`config.mk`:
```
export PLATFORM = sky130hd
export DESIGN_NAME = mver_enc
export DESIGN_NICKNAME = d
export VERILOG_FILES = /design/src/rtl/mver_enc.sv
export SDC_FILE = /design/constraint.sdc
export NUM_CORES = 1
export LEC_CHECK = 0
export ABC_AREA = 1
export ABC_CLOCK_PERIOD_IN_PS = 4600
export CAP_MARGIN = 15
export CORE_UTILIZATION = 30
export CTS_CLUSTER_DIAMETER = 150
export DETAILED_ROUTE_END_ITERATION = 8
export PLACE_DENSITY = 0.57
export SYNTH_ARGS = -nofsm -noshare
export SYNTH_HDL_FRONTEND = slang
export SYNTH_SLANG_ARGS = --single-unit
```
`constraint.sdc`:
```
create_clock -name ver_clk -period 4.6 [get_ports ver_clk]
set_clock_uncertainty 0.2 [all_clocks]
set_input_delay 0.46 -clock ver_clk [delete_from_list [all_inputs] [get_ports ver_clk]]
set_output_delay 0.46 -clock ver_clk [all_outputs]
set_load 0.02 [all_outputs]
```
`src/rtl/mver_enc.sv`:
```
// mver_enc: one-hot to binary encoder with a 2-entry result FIFO and a
// saturating count of illegal code words.
// Optional feature macro: MVER_ENC_PRIO_EN -- when defined, multi-hot words
// encode to their highest set bit instead of being flagged as errors.
//
// FIFO occupancy FSM:
//   state   | meaning
//   S_EMPTY | no result buffered, outputs forced to zero
//   S_ONE   | one result buffered in slot 0 (head)
//   S_FULL  | two results buffered, slot 0 head, slot 1 tail; input stalled
module mver_enc #(
  parameter int CNT_W = 8
) (
  input  logic             ver_clk,
  input  logic             ver_rst,
  input  logic [7:0]       ver_in,
  input  logic             ver_in_valid,
  output logic             ver_in_ready,
  output logic [2:0]       ver_out,
  output logic             ver_out_valid,
  input  logic             ver_out_ready,
  output logic             ver_err,
  output logic [CNT_W-1:0] ver_err_cnt,
  input  logic             ver_err_clr
);

  typedef enum logic [1:0] {
    S_EMPTY = 2'd0,
    S_ONE   = 2'd1,
    S_FULL  = 2'd2
  } state_t;

  state_t           r_state;
  state_t           w_state_nxt;
  logic             r_in_ready;
  logic [3:0]       r_slot0;
  logic [3:0]       r_slot1;
  logic [CNT_W-1:0] r_err_cnt;

  logic [3:0]       w_ones;
  logic [2:0]       w_hi;
  logic [2:0]       w_enc_idx;
  logic             w_enc_err;
  logic             w_push;
  logic             w_pop;
  logic             w_wr0;
  logic             w_wr1;
  logic             w_shift;
  logic             w_out_valid;

  // Count set bits and find the highest one; a legal word has exactly one.
  always_comb begin
    w_ones = 4'd0;
    w_hi   = 3'd0;
    for (int i = 0; i < 8; i++) begin
      if (ver_in[i]) begin
        w_ones = w_ones + 4'd1;
        w_hi   = 3'(i);
      end
    end
  end

  // Map the bit statistics onto {index, err}; only multi-hot handling varies.
  always_comb begin
`ifdef MVER_ENC_PRIO_EN
    w_enc_err = (w_ones == 4'd0);
`else
    w_enc_err = (w_ones != 4'd1);
`endif
    w_enc_idx = w_enc_err ? 3'd0 : w_hi;
  end

  assign w_out_valid = (r_state != S_EMPTY);
  assign w_push      = ver_in_valid & r_in_ready;
  assign w_pop       = w_out_valid & ver_out_ready;

  // Occupancy state register.
  always_ff @(posedge ver_clk or posedge ver_rst) begin
    if (ver_rst) r_state <= S_EMPTY;
    else         r_state <= w_state_nxt;
  end

  // Next occupancy and slot write controls for push/pop combinations.
  always_comb begin
    w_state_nxt = r_state;
    w_wr0       = 1'b0;
    w_wr1       = 1'b0;
    w_shift     = 1'b0;
    case (r_state)
      S_EMPTY: begin
        if (w_push) begin
          w_wr0       = 1'b1;
          w_state_nxt = S_ONE;
        end
      end
      S_ONE: begin
        if (w_push && w_pop) begin
          w_wr0 = 1'b1;
        end else if (w_push) begin
          w_wr1       = 1'b1;
          w_state_nxt = S_FULL;
        end else if (w_pop) begin
          w_state_nxt = S_EMPTY;
        end
      end
      S_FULL: begin
        // Ready is low while full, so only a pop can happen here.
        if (w_pop) begin
          w_shift     = 1'b1;
          w_state_nxt = S_ONE;
        end
      end
      default: w_state_nxt = S_EMPTY;
    endcase
  end

  // Registered ready: low through reset, then tracks "not full" one edge late
  // so it never depends on ver_out_ready in the same cycle.
  always_ff @(posedge ver_clk or posedge ver_rst) begin
    if (ver_rst) r_in_ready <= 1'b0;
    else         r_in_ready <= (w_state_nxt != S_FULL);
  end

  // Result slots; slot 0 is always the head presented on the outputs.
  always_ff @(posedge ver_clk or posedge ver_rst) begin
    if (ver_rst) begin
      r_slot0 <= 4'd0;
      r_slot1 <= 4'd0;
    end else begin
      if (w_wr0)        r_slot0 <= {w_enc_idx, w_enc_err};
      else if (w_shift) r_slot0 <= r_slot1;
      if (w_wr1)        r_slot1 <= {w_enc_idx, w_enc_err};
    end
  end

  // Saturating illegal-word counter; clear wins over an increment.
  always_ff @(posedge ver_clk or posedge ver_rst) begin
    if (ver_rst) begin
      r_err_cnt <= '0;
    end else if (ver_err_clr) begin
      r_err_cnt <= '0;
    end else if (w_push && w_enc_err && (r_err_cnt != {CNT_W{1'b1}})) begin
      r_err_cnt <= r_err_cnt + CNT_W'(1);
    end
  end

  assign ver_in_ready  = r_in_ready;
  assign ver_out_valid = w_out_valid;
  assign ver_out       = w_out_valid ? r_slot0[3:1] : 3'd0;
  assign ver_err       = w_out_valid ? r_slot0[0]   : 1'b0;
  assign ver_err_cnt   = r_err_cnt;

endmodule

```
==> results of run 1 <==
[synth_stat cells]
library cell | instances | area [sq um]
sky130_fd_sc_hd__inv_1 | 37 | 139
sky130_fd_sc_hd__nand3_2 | 6 | 60.1
sky130_fd_sc_hd__ha_1 | 8 | 100
sky130_fd_sc_hd__inv_2 | 5 | 18.8
sky130_fd_sc_hd__nand4_1 | 8 | 50.1
sky130_fd_sc_hd__nand2_4 | 1 | 11.3
sky130_fd_sc_hd__nor3_1 | 2 | 10.0
sky130_fd_sc_hd__a31oi_1 | 1 | 6.26
sky130_fd_sc_hd__inv_6 | 1 | 8.76
sky130_fd_sc_hd__nand2_1 | 72 | 270
sky130_fd_sc_hd__buf_6 | 1 | 11.3
sky130_fd_sc_hd__a21oi_1 | 3 | 15.0
sky130_fd_sc_hd__nand2_2 | 8 | 50.1
sky130_fd_sc_hd__nor2_2 | 1 | 6.26
sky130_fd_sc_hd__a22oi_1 | 2 | 15.0
sky130_fd_sc_hd__nor2_1 | 19 | 71.3
sky130_fd_sc_hd__or2_2 | 2 | 12.5
sky130_fd_sc_hd__o21ai_0 | 5 | 25.0
sky130_fd_sc_hd__or2_1 | 1 | 6.26
sky130_fd_sc_hd__xor2_1 | 5 | 43.8
sky130_fd_sc_hd__nand3_4 | 1 | 17.5
sky130_fd_sc_hd__clkbuf_1 | 1 | 3.75
sky130_fd_sc_hd__nand3_1 | 31 | 155
sky130_fd_sc_hd__dfrtp_1 | 19 | 475
sky130_fd_sc_hd__o21ai_1 | 1 | 5.00
[cell usage in the layout (no fill, tap or decap), types with 2 or more instances in the layout]
cell type / Yosys / routed
sky130_fd_sc_hd__nand2_4: 1 / 2
sky130_fd_sc_hd__buf_4: 0 / 14
sky130_fd_sc_hd__or2_2: 2 / 2
sky130_fd_sc_hd__a22oi_1: 2 / 2
sky130_fd_sc_hd__inv_1: 37 / 35
sky130_fd_sc_hd__dfrtp_1: 19 / 19
sky130_fd_sc_hd__o21ai_0: 5 / 5
sky130_fd_sc_hd__nor3_1: 2 / 2
sky130_fd_sc_hd__dlymetal6s2s_1: 0 / 3
sky130_fd_sc_hd__nand3_1: 31 / 29
sky130_fd_sc_hd__xor2_1: 5 / 5
sky130_fd_sc_hd__clkdlybuf4s50_1: 0 / 23
sky130_fd_sc_hd__nand4_1: 8 / 8
sky130_fd_sc_hd__nor2_1: 19 / 19
sky130_fd_sc_hd__ha_1: 8 / 6
sky130_fd_sc_hd__nand2_1: 72 / 67
sky130_fd_sc_hd__a21oi_1: 3 / 3
sky130_fd_sc_hd__inv_2: 5 / 7
sky130_fd_sc_hd__clkbuf_8: 0 / 3
sky130_fd_sc_hd__nand2_2: 8 / 12
sky130_fd_sc_hd__nand3_2: 6 / 8
[kinds of logic after synthesis]
group	share of synthesized area (%)
simple gates	45.4
buf+inv	11.4
flops	29.9
compound gates	4.18
fa+ha+maj	6.30
xor+xnor	2.76
[worst reg2reg max path: stages (launching register included)]
cell and delay (ps):
sky130_fd_sc_hd__dfrtp_1 420, sky130_fd_sc_hd__ha_1 230, sky130_fd_sc_hd__nand2_1 70, sky130_fd_sc_hd__inv_1 60, sky130_fd_sc_hd__nand2_1 60, sky130_fd_sc_hd__nor2_1 60
sky130_fd_sc_hd__a31oi_1 610, sky130_fd_sc_hd__nand2_4 180, sky130_fd_sc_hd__nand3_1 120, sky130_fd_sc_hd__nand2_1 50
[power by group through the flow]
| stage | sequential [mW] | combinational [mW] | clock, mW |
|---|---|---|---|
| floorplan | 0.232 | 0.189 | 0 |
| detailed placement | 0.233 | 0.288 | 0 |
| global placement | 0.233 | 0.286 | 0 |
| finish | 0.230 | 0.300 | 0.118 |
| CTS | 0.230 | 0.297 | 0.120 |
| global route | 0.233 | 0.338 | 0.128 |
[per-stage QoR]
stage / TNS, ps / instances / total power [mW] / hold WS, ps / setup slack [ps]
floorplan: 0 / 241 / 0.422 / 211 / 427
global placement: -4600 / 349 / 0.519 / 268 / -315
detailed placement: -4770 / 349 / 0.521 / 277 / -317
CTS: 0 / 354 / 0.647 / 295 / 1.04
global route: 0 / 354 / 0.699 / 308 / 70.2
finish: 0 / 354 / 0.647 / 287 / 370
[sequential cells by signal, indices dropped and copies added (netlist names)]
name and cells:
r_slot1 4, r_slot0 4, r_state 2, ver_err_cnt 8, ver_in_ready 1
[cell type report]
cell class | instances | area, sq um
timing repair buffer | 41 | 384
clock buffer | 3 | 41.3
fill | 562 | 2970
clock inverter | 1 | 5.00
tap | 70 | 87.6
sequential | 19 | 475
inverter | 43 | 166
multi-input combinational | 177 | 973
[final timing paths]
path,startpoint,to,depth (start not counted)
worst max register to register,ver_err_cnt[0],ver_err_cnt[2],9
worst min-delay path,r_slot1[2],r_slot1[2],2
worst min register to register,r_slot1[2],r_slot1[2],2
max in group asynchronous,ver_rst,r_slot1[2],2
worst max-delay path,ver_in[0],r_slot0[3],30
min in group asynchronous,ver_rst,ver_err_cnt[4],2
[repair_timing]
item | CTS | global route
cloned | 1 | 0
endpoints found under the setup margin | 15 | 16
pin swaps | 0 | 4
resized for setup | 5 | 12
[per-layer routing]
layer | GRT usage (%) | up-vias
met4 | 3.77 | 0
met2 | 22.3 | 21
met1 | 17.8 | 677
li1 | - | 847
met3 | 1.20 | 5
met5 | 0 | -
==> flow_metrics.py, run 1 <==
metrics = {
    "route": {
        "vias_post_dr": 1550,
        "drc_violations_left": 0,
        "m1WireLength_microns": 1800,
        "drt_pre_antenna_iters": 5,
        "met3RoutedLength_microns": 56,
        "routed-wl-met2_microns": 1490,
        "highest_layer": "met4",
        "routedWlPerCell_microns": 9.62,
        "detailedRoute.firstIterationViolations": 82,
        "route.final.wire_length_microns": 3410,
        "drtAntennaViolNets": 0,
        "drt-vias-per-instance": 4.38,
    },
    "logic_synthesis": {
        "yosys_warnings": 0,
        "synth_fp_nets": 262,
        "ys_ff_latch": 19,
        "synth_seq_area_share_pct": 29.9,
        "post_synth_num_cell_types": 25,
        "syn_area_per_cell_sq_um": 6.59,
        "synthesis.area_sq_um": 1590,
        "netlist_instances": 241,
    },
    "worst_setup_path": {
        "critical-path-top-cell-by-count": "sky130_fd_sc_hd__nand2_1",
        "critical_path_arrival_ps": 4230,
        "cpMaxStageDelayCell": "sky130_fd_sc_hd__or2_2",
        "setup.worst_path.end_class": "register",
        "critical_path.max_fanout": 7,
        "worst_path_bufs_invs": 8,
        "timing_worst_setup_path_type": "primary input to register",
        "required_time_reported_for_the_critical_path_endpoint_ps": 4600,
        "start_kind": "primary input",
        "largest_stage_delay_worst_path_ps": 300,
        "setup.reg_to_reg.worst_slack_ps": 2440,
        "critical-path-top-delay-family": "simple AND/OR/NAND/NOR gates",
    },
    "cells_and_area": {
        "utilization_pct": 41.8,
        "antenna_cells": 0,
        "nets": 306,
        "syn_to_final_growth_pct": 34.4,
        "drive_above_1_share_pct": 19.4,
        "finalInstanceArea_sq_um": 2130,
    },
    "worst_hold_path": {
        "hold_path_class": "register to register",
    },
    "cts": {
        "insertion_delay_ps": 260,
        "cts_made_buffers": 3,
        "cts_sinks": 19,
        "hold_buffers": 0,
        "htreeDepth": 1,
        "cts_tree": "built",
        "clock_tree_root_buffer_cell": "sky130_fd_sc_hd__clkbuf_8",
        "maximum_number_of_buffers_from_clock_root_to_sink": 2,
        "postCtsSetupRepairBufs": 0,
        "clk_pin_slew_ps": 70,
    },
    "sta": {
        "max_clk_rate_mhz": 236,
        "rsz0062_at_grt": "false",
        "drv_slew": 0,
        "timing.final.hold_violations": 0,
        "worst_slew_pin_slew_ps": 840,
        "timing.final.crit_period_ps": 4230,
        "fin_crit_sh_pct": 92.0,
        "timing.final.setup_violations": 0,
        "slew-limit-headroom_pct": 43.8,
    },
    "floorplan": {
        "core_sq_um": 5110,
        "core.rowCount": 26,
        "die_w_microns": 74.8,
        "boundaryPins": 27,
        "die_height_microns": 74.8,
        "initial_core_util_pct": 31.1,
        "design.die.area_sq_um": 5590,
    },
    "run_status": {
        "run_status": "complete, no violations",
    },
    "power_and_ir_drop": {
        "switching_power_mw": 0.254,
        "internal_mw": 0.394,
        "leakagePower_nw": 1.19,
        "share_seq_of_total_power_pct": 35.5,
        "clockPowerShare_pct": 18.2,
        "power.density_nw_per_um2": 303,
        "vdd.ir_drop.worst_mv": 0.0991,
        "combinational_group_share_of_total_power_pct": 46.3,
        "power.share.switching_pct": 39.2,
    },
    "grt": {
        "groute.usage.overall_pct": 13.2,
        "grt_pass1_wl_microns": 5910,
        "grt_overflow_total": 0,
        "antenna_found_initial": 0,
        "first_global_vias": 1423,
        "largest_net_degree_at_the_start_of_global_routing": 20,
    },
    "place": {
        "io_buffers": 26,
        "dp_hpwl_microns": 2670,
        "gp_routability_congestion": 0.769,
        "dpl_cell_area_sq_um": 2030,
    },
    "job": {
        "max_cap_viols": 0,
    },
}
No activity file was read; power rests on OpenSTA's default activity.
==> run 2: changes to the inputs <==
- REMOVE_ABC_BUFFERS: default -> 1
==> run 2 against run 1 <==
  * Critical path depth is 1 lower
  * Sequential power is essentially flat
  * Register-to-register slack worse by 70 ps
  * Sequential share of layout area increased by 0.56 points
  * Power shrank 1.3%
  * Routed wire length increased by 0.38%
  * Final cell count shrank 1.4%
  * Maximum frequency is 0.16% lower
  * Hold slack better by 1.6 ps
  * Via count down 1.1%
  * Clock-buffer cell count stayed put
  * Combinational power decreased by 2%
  * Largest cell class unchanged
==> flow_metrics.py, run 2 (synthesis results as in run 1) <==
metrics = {
    "run_status": {
        "run_status": "complete, no violations",
    },
    "floorplan": {
        "initial_core_util_pct": 31.1,
        "boundaryPins": 27,
        "die_height_microns": 74.8,
        "core_sq_um": 5110,
        "design.die.area_sq_um": 5590,
        "core.rowCount": 26,
        "die_w_microns": 74.8,
    },
    "worst_setup_path": {
        "depth_of_the_most_critical_reg_to_reg_path": 9,
        "setup.worst_path.end_class": "register",
        "regToRegEndpoint": "ver_err_cnt[1]",
        "rr_startpoint": "ver_err_cnt[0]",
        "cpMaxStageDelayCell": "sky130_fd_sc_hd__or2_2",
        "critical-path-top-cell-by-count": "sky130_fd_sc_hd__nand2_1",
        "critical_path.max_fanout": 7,
        "required_time_reported_for_the_critical_path_endpoint_ps": 4600,
        "start_kind": "primary input",
        "largest_stage_delay_worst_path_ps": 300,
        "setup.reg_to_reg.worst_slack_ps": 2370,
        "timing_worst_setup_path_type": "primary input to register",
        "critical_path_arrival_ps": 4230,
    },
    "worst_hold_path": {
        "timing.hold.worst_path_depth": 2,
        "worst_hold_startpoint": "r_slot1[2]",
        "worst_hold_endpoint": "r_slot1[2]",
        "hold_path_class": "register to register",
    },
    "cells_and_area": {
        "antenna_cells": 0,
        "layout_commonest_cell": "sky130_fd_sc_hd__nand2_1",
        "nets": 301,
        "layout.cells.most_common_list": "sky130_fd_sc_hd__nand2_1, sky130_fd_sc_hd__inv_1, sky130_fd_sc_hd__nand3_1",
        "post_layout_nonfiller_instances": 349,
        "utilization_pct": 40.7,
        "drive_above_1_share_pct": 17.2,
        "syn_to_final_growth_pct": 31.0,
        "finalInstanceArea_sq_um": 2080,
        "largest_reg_flops": 8,
    },
    "cts": {
        "hold_buffers": 0,
        "cts_sinks": 19,
        "insertion_delay_ps": 250,
        "clk_pin_slew_ps": 70,
        "cts_tree": "built",
        "htreeDepth": 1,
        "clock_tree_root_buffer_cell": "sky130_fd_sc_hd__clkbuf_8",
        "maximum_number_of_buffers_from_clock_root_to_sink": 2,
        "postCtsSetupRepairBufs": 0,
        "cts_made_buffers": 3,
    },
    "grt": {
        "groute.usage.overall_pct": 13.1,
        "grt_pass1_wl_microns": 5850,
        "antenna_found_initial": 0,
        "first_global_vias": 1378,
        "largest_net_degree_at_the_start_of_global_routing": 20,
        "grt_overflow_total": 0,
    },
    "sta": {
        "fin_crit_sh_pct": 92.1,
        "whs_ps": 289,
        "worst_slew_pin_slew_ps": 797,
        "max_clk_rate_mhz": 236,
        "drv_slew": 0,
        "setup_tns_ps": 0,
        "rsz0062_at_grt": "false",
        "slew-limit-headroom_pct": 46.6,
        "timing.final.crit_period_ps": 4240,
        "setup_slack_ps": 363,
        "timing.final.setup_violations": 0,
        "timing.final.hold_violations": 0,
    },
    "place": {
        "io_buffers": 26,
        "dpl_cell_area_sq_um": 1990,
        "gp_routability_congestion": 0.790,
        "dp_hpwl_microns": 2680,
        "placed_cells_incl_taps": 344,
        "placement.setup.worst_slack_ps": -340,
    },
    "power_and_ir_drop": {
        "vdd.ir_drop.worst_mv": 0.117,
        "leakagePower_nw": 1.17,
        "design_power_total_mw": 0.639,
        "power.density_nw_per_um2": 307,
    },
    "route": {
        "vias_post_dr": 1533,
        "drt_pre_antenna_iters": 5,
        "routedWlPerCell_microns": 9.80,
        "drc_violations_left": 0,
        "drt-vias-per-instance": 4.39,
        "detailedRoute.firstIterationViolations": 64,
        "route.final.wire_length_microns": 3420,
        "drtAntennaViolNets": 0,
    },
    "job": {
        "max_cap_viols": 0,
    },
}
[run 2: changes by cell type in the layout (fill, tap and decap cells not counted)]
cell,before,now
sky130_fd_sc_hd__buf_4,14,8
sky130_fd_sc_hd__buf_2,0,1
sky130_fd_sc_hd__ha_1,6,7
sky130_fd_sc_hd__ha_2,1,0
sky130_fd_sc_hd__nand2_2,12,13
sky130_fd_sc_hd__nand2_4,2,1
sky130_fd_sc_hd__nand3_1,29,30
sky130_fd_sc_hd__nand3_2,8,7
[run 2: power breakdown]
part	internal (mW)	switching, mW
clock	0.0602	0.0564
sequential	0.206	0.0234
combinational	0.123	0.171
[run 2: worst max-delay path, delay by kind of cell]
| family | cells | cell delay (ps) |
|---|---|---|
| simple gates | 16 | 1590 |
| buf+inv | 7 | 530 |
| fa+ha+maj | 6 | 1640 |
[run 2: worst max path at each step]
| stage | start | end | slack (ps) | depth (start not counted) |
|---|---|---|---|---|
| after CTS | ver_in[1] | r_slot0[2] | -10 | 29 |
| after global routing | ver_in[0] | r_slot0[2] | 80 | 29 |
| after global placement | ver_in[1] | r_slot0[2] | -270 | 29 |
| after detailed placement | ver_in[0] | r_slot0[2] | -340 | 29 |
| after floorplan | ver_in[1] | ver_err_cnt[0] | 170 | 28 |
| final | ver_in[0] | r_slot0[2] | 360 | 29 |
[run 2: cell type report]
cell class / instances / area, sq um
flip-flops and latches: 19 / 475
clock inverters: 1 / 5.00
multi-input cells: 177 / 961
well taps: 70 / 87.6
clock buffers: 3 / 41.3
repair buffers: 36 / 344
fillers: 562 / 3030
inverters: 43 / 166
[run 2: timing repair]
action                                 in CTS  in global routing
setup endpoints to repair                  16                 16
gates resized for setup                     4                  9
gates cloned                                1                  0
endpoints found under the hold margin       0                  0
pin swaps                                   0                  1
[run 2: routing by layer]
layer	wire, microns	track usage (%)	vias to the layer above
met5	0	0	-
met4	27	3.77	0
met3	53	1.20	2
met2	1530	21.8	18
met1	1800	17.9	674
li1	-	-	839
==> run 3: changes to the inputs <==
- SLEW_MARGIN: default -> 10
==> results of run 3 <==
The final DEF is identical to that of run 2; final timing and power are the same.
